--- src/rtl/ram_port_arbiter_pkg.sv ---
// rtl/ram_port_arbiter_pkg.sv - shared types and helpers for the two-master RAM port arbiter
package ram_arb_pkg;

  localparam int NUM_MASTERS = 2;

  // Master identity doubles as the bit index into the req/gnt vectors
  typedef enum logic {
    M_INSTR = 1'b0,
    M_DATA  = 1'b1
  } master_e;

  // One RAM access as presented on the RAM port
  typedef struct packed {
    logic [31:0] addr;
    logic        we;
    logic [3:0]  be;
    logic [31:0] wdata;
  } ram_cmd_t;

  // Window check in 33 bits: an address below base borrows into bit 32 and lands out of range
  function automatic logic in_window(input logic [31:0] addr,
                                     input logic [31:0] base,
                                     input logic [32:0] span);
    logic [32:0] offset;
    offset = {1'b0, addr} - {1'b0, base};
    return offset < span;
  endfunction

endpackage

--- src/rtl/ram_port_arbiter_if.sv ---
// rtl/ram_port_arbiter_if.sv - bundle of both master request buses and the RAM port
interface ram_port_arbiter_if;

  logic        i_req;
  logic [31:0] i_addr;
  logic        i_gnt;
  logic        i_rvalid;
  logic [31:0] i_rdata;
  logic        i_err;

  logic        d_req;
  logic [31:0] d_addr;
  logic        d_we;
  logic [3:0]  d_be;
  logic [31:0] d_wdata;
  logic        d_gnt;
  logic        d_rvalid;
  logic [31:0] d_rdata;
  logic        d_err;

  logic        ram_req;
  logic [31:0] ram_addr;
  logic        ram_we;
  logic [3:0]  ram_be;
  logic [31:0] ram_wdata;
  logic [31:0] ram_rdata;

  // Arbiter side
  modport slave (
    input  i_req, i_addr,
    input  d_req, d_addr, d_we, d_be, d_wdata,
    input  ram_rdata,
    output i_gnt, i_rvalid, i_rdata, i_err,
    output d_gnt, d_rvalid, d_rdata, d_err,
    output ram_req, ram_addr, ram_we, ram_be, ram_wdata
  );

  // Requesters plus RAM side
  modport master (
    output i_req, i_addr,
    output d_req, d_addr, d_we, d_be, d_wdata,
    output ram_rdata,
    input  i_gnt, i_rvalid, i_rdata, i_err,
    input  d_gnt, d_rvalid, d_rdata, d_err,
    input  ram_req, ram_addr, ram_we, ram_be, ram_wdata
  );

endinterface

--- src/rtl/ram_port_arbiter_rr.sv ---
// rtl/ram_port_arbiter_rr.sv - two-way round-robin grant with last-winner register
module ram_arb_rr
  import ram_arb_pkg::*;
(
  input  logic                   clk,
  input  logic                   rst_n,
  input  logic [NUM_MASTERS-1:0] req_i,
  output logic [NUM_MASTERS-1:0] gnt_o
);

  master_e rr_last_q;
  master_e rr_last_d;

  // Grant: a lone requester wins outright, a tie goes to whoever did not win last
  always_comb begin
    gnt_o     = '0;
    rr_last_d = rr_last_q;
    if (rst_n) begin
      if (req_i[M_INSTR] && req_i[M_DATA]) begin
        if (rr_last_q == M_INSTR) gnt_o[M_DATA]  = 1'b1;
        else                      gnt_o[M_INSTR] = 1'b1;
      end else begin
        gnt_o = req_i;
      end
      if (gnt_o[M_DATA])       rr_last_d = M_DATA;
      else if (gnt_o[M_INSTR]) rr_last_d = M_INSTR;
    end
  end

  // Last-winner register; reset favours the data master on the first tie
  always_ff @(posedge clk) begin
    if (!rst_n) rr_last_q <= M_INSTR;
    else        rr_last_q <= rr_last_d;
  end

endmodule

--- src/rtl/ram_port_arbiter.sv ---
// rtl/ram_port_arbiter.sv - round-robin instr/data front end for the single-port SoC RAM
module ram_port_arbiter
  import ram_arb_pkg::*;
#(
  parameter int unsigned DEPTH     = 4096,
  parameter logic [31:0] BASE_ADDR = 32'h0000_0000
) (
  input  logic               clk,
  input  logic               rst_n,
  ram_port_arbiter_if.slave  bus
);

  localparam logic [32:0] WIN_BYTES = 33'(DEPTH) * 33'd4;

  logic [NUM_MASTERS-1:0] req;
  logic [NUM_MASTERS-1:0] gnt;
  master_e                winner;
  logic                   granted;
  logic                   in_range;
  ram_cmd_t               cmd;

  logic    rsp_valid_q, rsp_valid_d;
  master_e rsp_owner_q, rsp_owner_d;
  logic    rsp_err_q,   rsp_err_d;
  logic    rsp_we_q,    rsp_we_d;
  logic [31:0] rsp_rdata;

  assign req[M_INSTR] = bus.i_req;
  assign req[M_DATA]  = bus.d_req;

  ram_arb_rr u_rr (
    .clk   (clk),
    .rst_n (rst_n),
    .req_i (req),
    .gnt_o (gnt)
  );

  // Command mux from the winner; the instr master is a fixed full-word reader
  always_comb begin
    granted = |gnt;
    winner  = gnt[M_DATA] ? M_DATA : M_INSTR;
    if (winner == M_DATA) begin
      cmd.addr  = bus.d_addr;
      cmd.we    = bus.d_we;
      cmd.be    = bus.d_be;
      cmd.wdata = bus.d_wdata;
    end else begin
      cmd.addr  = bus.i_addr;
      cmd.we    = 1'b0;
      cmd.be    = 4'hF;
      cmd.wdata = '0;
    end
    in_range = in_window(cmd.addr, BASE_ADDR, WIN_BYTES);
  end

  // RAM port: out-of-window accesses are granted but never reach the RAM
  always_comb begin
    bus.i_gnt     = gnt[M_INSTR];
    bus.d_gnt     = gnt[M_DATA];
    bus.ram_req   = granted & in_range;
    bus.ram_addr  = cmd.addr;
    bus.ram_we    = cmd.we;
    bus.ram_be    = cmd.be;
    bus.ram_wdata = cmd.wdata;
  end

  // Response stage next state: remember who was granted and what kind of access it was
  always_comb begin
    rsp_valid_d = granted;
    rsp_owner_d = winner;
    rsp_err_d   = granted & ~in_range;
    rsp_we_d    = cmd.we;
  end

  // Response register; reset drops anything in flight
  always_ff @(posedge clk) begin
    if (!rst_n) begin
      rsp_valid_q <= 1'b0;
      rsp_owner_q <= M_INSTR;
      rsp_err_q   <= 1'b0;
      rsp_we_q    <= 1'b0;
    end else begin
      rsp_valid_q <= rsp_valid_d;
      rsp_owner_q <= rsp_owner_d;
      rsp_err_q   <= rsp_err_d;
      rsp_we_q    <= rsp_we_d;
    end
  end

  // Response demux: only the owner sees rvalid; data passes only for in-window reads
  always_comb begin
    rsp_rdata    = (rsp_err_q || rsp_we_q) ? 32'h0 : bus.ram_rdata;
    bus.i_rvalid = rst_n & rsp_valid_q & (rsp_owner_q == M_INSTR);
    bus.d_rvalid = rst_n & rsp_valid_q & (rsp_owner_q == M_DATA);
    bus.i_err    = bus.i_rvalid & rsp_err_q;
    bus.d_err    = bus.d_rvalid & rsp_err_q;
    bus.i_rdata  = bus.i_rvalid ? rsp_rdata : 32'h0;
    bus.d_rdata  = bus.d_rvalid ? rsp_rdata : 32'h0;
  end

endmodule

--- src/flat_wrapper.sv ---
// flat-port wrapper written by rule: the top's interface ports become plain ports
module ram_port_arbiter_flat import ram_arb_pkg::*;
#(
  parameter int unsigned DEPTH     = 4096,
  parameter logic [31:0] BASE_ADDR = 32'h0000_0000
)
  (clk, rst_n, bus_i_req, bus_i_addr, bus_d_req, bus_d_addr, bus_d_we, bus_d_be, bus_d_wdata, bus_ram_rdata, bus_i_gnt, bus_i_rvalid, bus_i_rdata, bus_i_err, bus_d_gnt, bus_d_rvalid, bus_d_rdata, bus_d_err, bus_ram_req, bus_ram_addr, bus_ram_we, bus_ram_be, bus_ram_wdata);
  ram_port_arbiter_if bus_i ();
  input  logic clk;
  input  logic rst_n;
  input wire logic [$bits(bus_i.i_req)-1:0] bus_i_req;
  input wire logic [$bits(bus_i.i_addr)-1:0] bus_i_addr;
  input wire logic [$bits(bus_i.d_req)-1:0] bus_d_req;
  input wire logic [$bits(bus_i.d_addr)-1:0] bus_d_addr;
  input wire logic [$bits(bus_i.d_we)-1:0] bus_d_we;
  input wire logic [$bits(bus_i.d_be)-1:0] bus_d_be;
  input wire logic [$bits(bus_i.d_wdata)-1:0] bus_d_wdata;
  input wire logic [$bits(bus_i.ram_rdata)-1:0] bus_ram_rdata;
  output wire logic [$bits(bus_i.i_gnt)-1:0] bus_i_gnt;
  output wire logic [$bits(bus_i.i_rvalid)-1:0] bus_i_rvalid;
  output wire logic [$bits(bus_i.i_rdata)-1:0] bus_i_rdata;
  output wire logic [$bits(bus_i.i_err)-1:0] bus_i_err;
  output wire logic [$bits(bus_i.d_gnt)-1:0] bus_d_gnt;
  output wire logic [$bits(bus_i.d_rvalid)-1:0] bus_d_rvalid;
  output wire logic [$bits(bus_i.d_rdata)-1:0] bus_d_rdata;
  output wire logic [$bits(bus_i.d_err)-1:0] bus_d_err;
  output wire logic [$bits(bus_i.ram_req)-1:0] bus_ram_req;
  output wire logic [$bits(bus_i.ram_addr)-1:0] bus_ram_addr;
  output wire logic [$bits(bus_i.ram_we)-1:0] bus_ram_we;
  output wire logic [$bits(bus_i.ram_be)-1:0] bus_ram_be;
  output wire logic [$bits(bus_i.ram_wdata)-1:0] bus_ram_wdata;
  assign bus_i.i_req = bus_i_req;
  assign bus_i.i_addr = bus_i_addr;
  assign bus_i.d_req = bus_d_req;
  assign bus_i.d_addr = bus_d_addr;
  assign bus_i.d_we = bus_d_we;
  assign bus_i.d_be = bus_d_be;
  assign bus_i.d_wdata = bus_d_wdata;
  assign bus_i.ram_rdata = bus_ram_rdata;
  assign bus_i_gnt = bus_i.i_gnt;
  assign bus_i_rvalid = bus_i.i_rvalid;
  assign bus_i_rdata = bus_i.i_rdata;
  assign bus_i_err = bus_i.i_err;
  assign bus_d_gnt = bus_i.d_gnt;
  assign bus_d_rvalid = bus_i.d_rvalid;
  assign bus_d_rdata = bus_i.d_rdata;
  assign bus_d_err = bus_i.d_err;
  assign bus_ram_req = bus_i.ram_req;
  assign bus_ram_addr = bus_i.ram_addr;
  assign bus_ram_we = bus_i.ram_we;
  assign bus_ram_be = bus_i.ram_be;
  assign bus_ram_wdata = bus_i.ram_wdata;
  ram_port_arbiter #(.DEPTH(DEPTH), .BASE_ADDR(BASE_ADDR)) u_core (.clk(clk), .rst_n(rst_n), .bus(bus_i));
endmodule
--- config.mk ---
export PLATFORM = sky130hd
export DESIGN_NAME = ram_port_arbiter_flat
export DESIGN_NICKNAME = d
export VERILOG_FILES = /design/src/rtl/ram_port_arbiter_pkg.sv /design/src/rtl/ram_port_arbiter_if.sv /design/src/rtl/ram_port_arbiter_rr.sv /design/src/rtl/ram_port_arbiter.sv /design/src/flat_wrapper.sv
export SDC_FILE = /design/constraint.sdc
export NUM_CORES = 1
export LEC_CHECK = 0
export ABC_AREA = 0
export BUFFER_PORTS_ARGS = -buffer_cell sky130_fd_sc_hd__buf_2
export CORE_AREA = 2 2 109 111
export CTS_CLUSTER_DIAMETER = 60
export DETAILED_ROUTE_END_ITERATION = 6
export DIE_AREA = 0 0 111 113
export SYNTH_ARGS = -nofsm -noshare
export SYNTH_HDL_FRONTEND = slang
export SYNTH_SLANG_ARGS = --single-unit
--- constraint.sdc ---
create_clock -name clk -period 2.02 [get_ports clk]
set_input_delay 0.303 -clock clk [delete_from_list [all_inputs] [get_ports clk]]
set_output_delay 0.303 -clock clk [all_outputs]
set_load 0.02 [all_outputs]
======== Yosys cells after proc, flatten, opt, wreduce, memory -nomap -nowiden ========
Index checks and enable logic that the tools add are counted.
word-level totals
  bits in registers ....................... 5
  memories kept ........................... 0
  latch bits .............................. 0
  input port bits ......................... 137
  output and inout bits ................... 140
  bits in writable memories ............... 0
  memory bits (read-only) ................. 0
  logic and storage cells ................. 31
cells by class
  order comparisons ....................... 1
  $mul .................................... 0
  add/subtract/negate cells ............... 0
  mux-type cells .......................... 12
  shifts and indexed selects .............. 0
  bitwise operators ....................... 9
  reductions and logical operators ........ 4
  divide/modulo/power cells ............... 0
  equality and inequality tests ........... 0
operators by type and width
  operator                                                                number
  32-bit 2-to-1 mux                                                       3
  69-bit 2-to-1 mux                                                       1
  32-bit by 15-bit < comparator with 1-bit output, second input constant  1
  1-bit AND                                                               7
  2-bit 2-to-1 mux                                                        3
  1-bit 2-to-1 mux                                                        5
  1-bit NOT                                                               2
  2-bit nonzero test                                                      1
  2-bit OR reduction                                                      1
  1-bit logical AND                                                       1
  1-bit logical OR                                                        1

======== Depth between registers and ports, before layout ========
  depth in word-level cells ............... 9
  gate-level depth with buffers ........... 5
  depth with buffers taken out ............ 4

======== Cells and area by module ========
From an unflattened synthesis, not the netlist that was laid out.
unflattened totals
  cell total of the unflattened synthesis .. 189
  area, all modules ....................... 1,371.3 µm²
by module, submodules not included
  module            cells each  times used  sequential area each (µm²)  area each (µm²)
  ram_port_arbiter  182         1           80.1                        1,318.8
  ram_arb_rr        7           1           20.0                        52.6

======== Worst setup path after synthesis ========
Ideal clock, no wire load.
  path kind ............................... input -> output
  from .................................... input port bus_i_addr[30]
  to ...................................... output port bus_ram_req
  stages .................................. 3
  setup slack ............................. 70 ps
  buffers on the path ..................... 0
  arrival time ............................ 1,647 ps
  data required time ...................... 1,717 ps
  path through ............................ or4_1 -> or4_1 -> a21oi_1
between the ends
  word-level cells in the longest chain between the ends .. 3
RTL lines
  item                                             line                        text
  start, declared                                  flat_wrapper.sv:12          input wire logic [$bits(bus_i.i_addr)-1:0] bus_i_addr;
  69-bit 2-to-1 mux                                ram_port_arbiter.sv:42      if (winner == M_DATA) begin
  32-bit by 15-bit < comparator with 1-bit output  ram_port_arbiter_pkg.sv:26  return offset < span;
  1-bit AND                                        ram_port_arbiter.sv:60      bus.ram_req = granted & in_range;
  end, declared                                    flat_wrapper.sv:27          output wire logic [$bits(bus_i.ram_req)-1:0] bus_ram_req;
No other way between the ends.

======== Worst setup path in the final report ========
  from .................................... input port bus_i_addr[16]
  to ...................................... output port bus_ram_req
The elaborated chain is that of the path after synthesis.

==> results.md <==
Setup path:
- The largest stage delay on the critical path is 0.53 ns.
- The element type at the critical path start is a primary input.
- STA classifies the critical path endpoint as an output pin.
- The cell class contributing the biggest share of worst-path delay is simple AND/OR/NAND/NOR gates.
- The worst endpoint required time is 1.72 ns.
- The worst setup path is of the in -> out kind.
- The critical path contains buffers and inverters numbering 2 combined.
- The slowest library cell on the worst path is sky130_fd_sc_hd__or4_4.
- Counting stages on the worst path, the most repeated cell is sky130_fd_sc_hd__or4_4.
- The critical path goes through buf_6, or4_4, or4_4, a21oi_2, buf_4.
- Along the worst path, the maximum fanout reaches 2.
- At the worst endpoint, the arrival time is 1.68 ns.

Global routing:
- The number of global-route vias before repair is approximately 2,300.
- The wire length of the first global-routing pass is about 13,000 um.
- The met1 capacity usage during global routing is 0.151.
- met2 is the most crowded layer.
- In the global route stage, overall resource usage came out at 0.130.
- The met3 usage is 0.0375.
- Entering global routing, the biggest net connects 65 pins.
- For this run, global-route usage on met2 was measured as 0.232.
- The total overflow left after global routing is 0.
- The number of antenna violations at the first check in global routing is 2.

Synth:
- The complex-gate fraction of the synthesized area was 0.0230.
- In the synthesized netlist the dominant register cell turns out to be sky130_fd_sc_hd__dfxtp_1.
- The fraction of synthesis flops using an asynchronous set or reset pin is 0.
- After synthesis, the largest family of logic cells by area is simple AND/OR/NAND/NOR gates.
- The share of synthesized cell area in and, or, nand and nor gates is 0.579.
- The number of instances in the synthesized netlist is around 190.
- The number of synthesized flops with an enable pin is 0.
- The number of storage elements in the synthesis netlist is 5.
- After synthesis, the share of cell area in mux cells is 0.264.
- For this run, the number of Yosys warnings is 0.
- The share of the Yosys chip area taken by registers is 0.0735.
- Dividing the synthesized area by the synthesized cell count gives 7.13 um^2.
- Synthesis produced a netlist with a net count of between 300 and 400.
- Of the total synthesized cell area, the portion taken by full adders, half adders and majority gates is 0.
- The synthesized netlist occupies a cell area of 1360 um^2.
- Yosys mapped the design onto 19 distinct sky130hd cell types.
- Of the total synthesized cell area, the portion taken by XOR and XNOR cells is 0.

Placed design:
- The post-placement worst setup slack is -0.162 ns.
- Routability-driven placement finished with a final weighted congestion of 0.822.
- After legalization and detailed placement, the total HPWL measured 7930 um.
- The total of buffers placed on input and output ports is 276.

Route:
- The number of nets with antenna violations after routing is 0.
- After the first detailed-routing iteration, the DRC count stood at 100.
- After detailed routing, the average wire length per cell comes to 14.7 um.
- The total DRC errors in the routed layout is 0.
- The number of vias per cell is approximately 4.
- The vias after detailed routing is 2,511.
- The final layout contains routed wiring with a total length of 8940 um.
- The iteration count of the initial detailed-routing pass is 4.

Clock network:
- The clock passes through at most 2 buffers.
- The clock tree from TritonCTS is yes.
- The clock-pin slew on the worst setup and hold paths is 0.03 ns.
- The number of clock sinks is 5.
- At the later pin of the worst-skew pair, clock insertion delay measures 0.23 ns.
- The number of hold buffers added after CTS was 0.
- The cell sitting at the root of the clock tree is a sky130_fd_sc_hd__clkbuf_16.
- The H-tree depth is 1.
- The clock buffer count from CTS is 3.

Timing:
- For the pin with the worst max-slew slack, the measured transition is between 0.3 and 0.4 ns.
- The hold violation total from the final report is 0.
- The relative slew slack is 0.743.
- Based on the critical path, the design can be clocked at up to 0.505 GHz.
- The count of endpoints failing setup in the final report is 0.
- Clock skew on the completed layout was measured at 0.00138 ns.
- Setup repair after global routing left no endpoint under its margin.
- The number of max-slew violations in the final report came to 0.
- Across all hold checks on the routed design, the worst slack comes to just under 0.3 ns.
- Across all setup checks in the final design, the least slack found is 0.0412 ns.
- Dividing the final minimum period by the clock period gives 0.980.
- The worst path in the final design needs a cycle of 1.98 ns, including I/O delays and setup.

Die:
- The core region is 11,300 um^2.
- From left edge to right edge, the die measures 111 um.
- The area of the die is 12,500 um^2.
- From bottom edge to top edge, the die measures around 110 um.
- The number of top-level pins is about 280.
- The count of standard-cell rows is 39.
- The initial standard-cell utilization of the core is 0.121.

Cells and area:
- The library cells used most frequently in the layout, excluding fill and tap cells, are sky130_fd_sc_hd__buf_2 (273), sky130_fd_sc_hd__and3_1 (67), sky130_fd_sc_hd__and2_1 (36), sky130_fd_sc_hd__mux2_2 (32), sky130_fd_sc_hd__buf_4 (13).
- Leaving out fill and tap cells, the most frequent cell in the layout is sky130_fd_sc_hd__buf_2.
- The area growth from synthesis to layout is 129%.
- Counting the fill cells in the layout gives 1,265.
- The number of nets in the layout is ~600.
- The end-of-flow core utilization is 0.277.
- The sequential cells in the finished layout cover a total of 101 um^2.
- In the final layout, the multi-input gates occupy 1210 um^2.
- The number of antenna diodes in the final layout is 0.
- The layout cell share with drive strength beyond 1 is 0.717.

Power and ir drop:
- The leakage power is 2.08 nW.
- Across the VDD grid, the largest voltage drop is 0.000165 V.
- The total power of the final layout is 1.05 mW.
- In this run the power density over the cells is between 300 and 400 nW/um^2.

Min path:
- The type of the most critical hold path is in -> reg.

Run:
- Across the run, the number of max-cap violations was 0.

Run status:
- The flow ran to the end, and the final reports show no timing, DRC or antenna violations.
-- synthesized netlist by cell type, types with 2 or more instances --
| cell type | instances | area [um^2] |
|---|---|---|
| sky130_fd_sc_hd__buf_2 | 3 | 15.0 |
| sky130_fd_sc_hd__dfxtp_1 | 5 | 100 |
| sky130_fd_sc_hd__and3_1 | 67 | 419 |
| sky130_fd_sc_hd__clkbuf_1 | 17 | 63.8 |
| sky130_fd_sc_hd__and2_1 | 36 | 225 |
| sky130_fd_sc_hd__a21oi_1 | 2 | 10.0 |
| sky130_fd_sc_hd__nor4_1 | 4 | 25.0 |
| sky130_fd_sc_hd__nand2_1 | 3 | 11.3 |
| sky130_fd_sc_hd__or4_1 | 5 | 37.5 |
| sky130_fd_sc_hd__mux2_2 | 32 | 360 |
| sky130_fd_sc_hd__nand2b_1 | 6 | 37.5 |
| sky130_fd_sc_hd__nor2_1 | 4 | 15.0 |
-- layout make-up --
cell class,instances,share of cell area
tap,143,0.0574
sequential,5,0.0325
inverter,1,0.00120
timing repair buffer,291,0.496
multi-input combinational,165,0.387
clock buffer,4,0.0253
-- flip-flops by register name, summed over array words and instances (netlist names) --
register,count
u_core.rsp_err_q,1
u_core.rsp_owner_q,1
u_core.rsp_valid_q,1
u_core.rsp_we_q,1
u_core.u_rr.rr_last_q,1
-- routing by layer --
layer  up-vias  part of all wire
li1       1229                 -
met1      1105              0.37
met2       165              0.51
met3        10              0.11
met4         2             0.014
met5         -            0.0012
-- logic make-up after synthesis --
family	Yosys count
and+or+nand+nor	128
buffers and inverters	21
muxes	32
AOI/OAI and AO/OA	5
DFF	5
-- worst register-to-register path, stage by stage (launching register included) --
cell	delay, ns
sky130_fd_sc_hd__dfxtp_2	0.36
sky130_fd_sc_hd__a21oi_4	0.12
sky130_fd_sc_hd__or4_4	0.58
sky130_fd_sc_hd__and3_1	0.21
-- worst paths after layout --
kind,slack (ns),startpoint,to,cells past startpoint
hold / removal,0.30,bus_d_we,u_core.rsp_we_q,2
setup reg to reg,0.63,u_core.u_rr.rr_last_q,u_core.rsp_err_q,3
hold reg to reg,0.48,u_core.u_rr.rr_last_q,u_core.rsp_owner_q,1
setup / recovery,0.04,bus_i_addr[16],bus_ram_req,5
-- repair_timing --
item	CTS	global route
buffers inserted	4	0
pin swaps	1	4
resized for setup	4	4
endpoints found under the setup margin	39	29
-- through the flow --
stage	cell area, um^2	TNS [ns]	cells
2_1_floorplan	1360	0	191
3_3_place_gp	2970	-1.11	601
3_5_place_dp	2970	-1.50	601
4_1_cts	3100	-0.0606	609
5_1_grt	3120	0	609
6_report	3120	0	609
-- power breakdown --
| part | internal, mW | leakage, nW | total [mW] | switching, mW |
|---|---|---|---|---|
| logic | 0.279 | 2.00 | 0.619 | 0.340 |
| registers | 0.106 | 0.0419 | 0.111 | 0.00501 |
| clock network | 0.261 | 0.0382 | 0.323 | 0.0621 |
| total | 0.646 | 2.08 | 1.05 | 0.407 |
No activity file was read; power rests on OpenSTA's default activity.
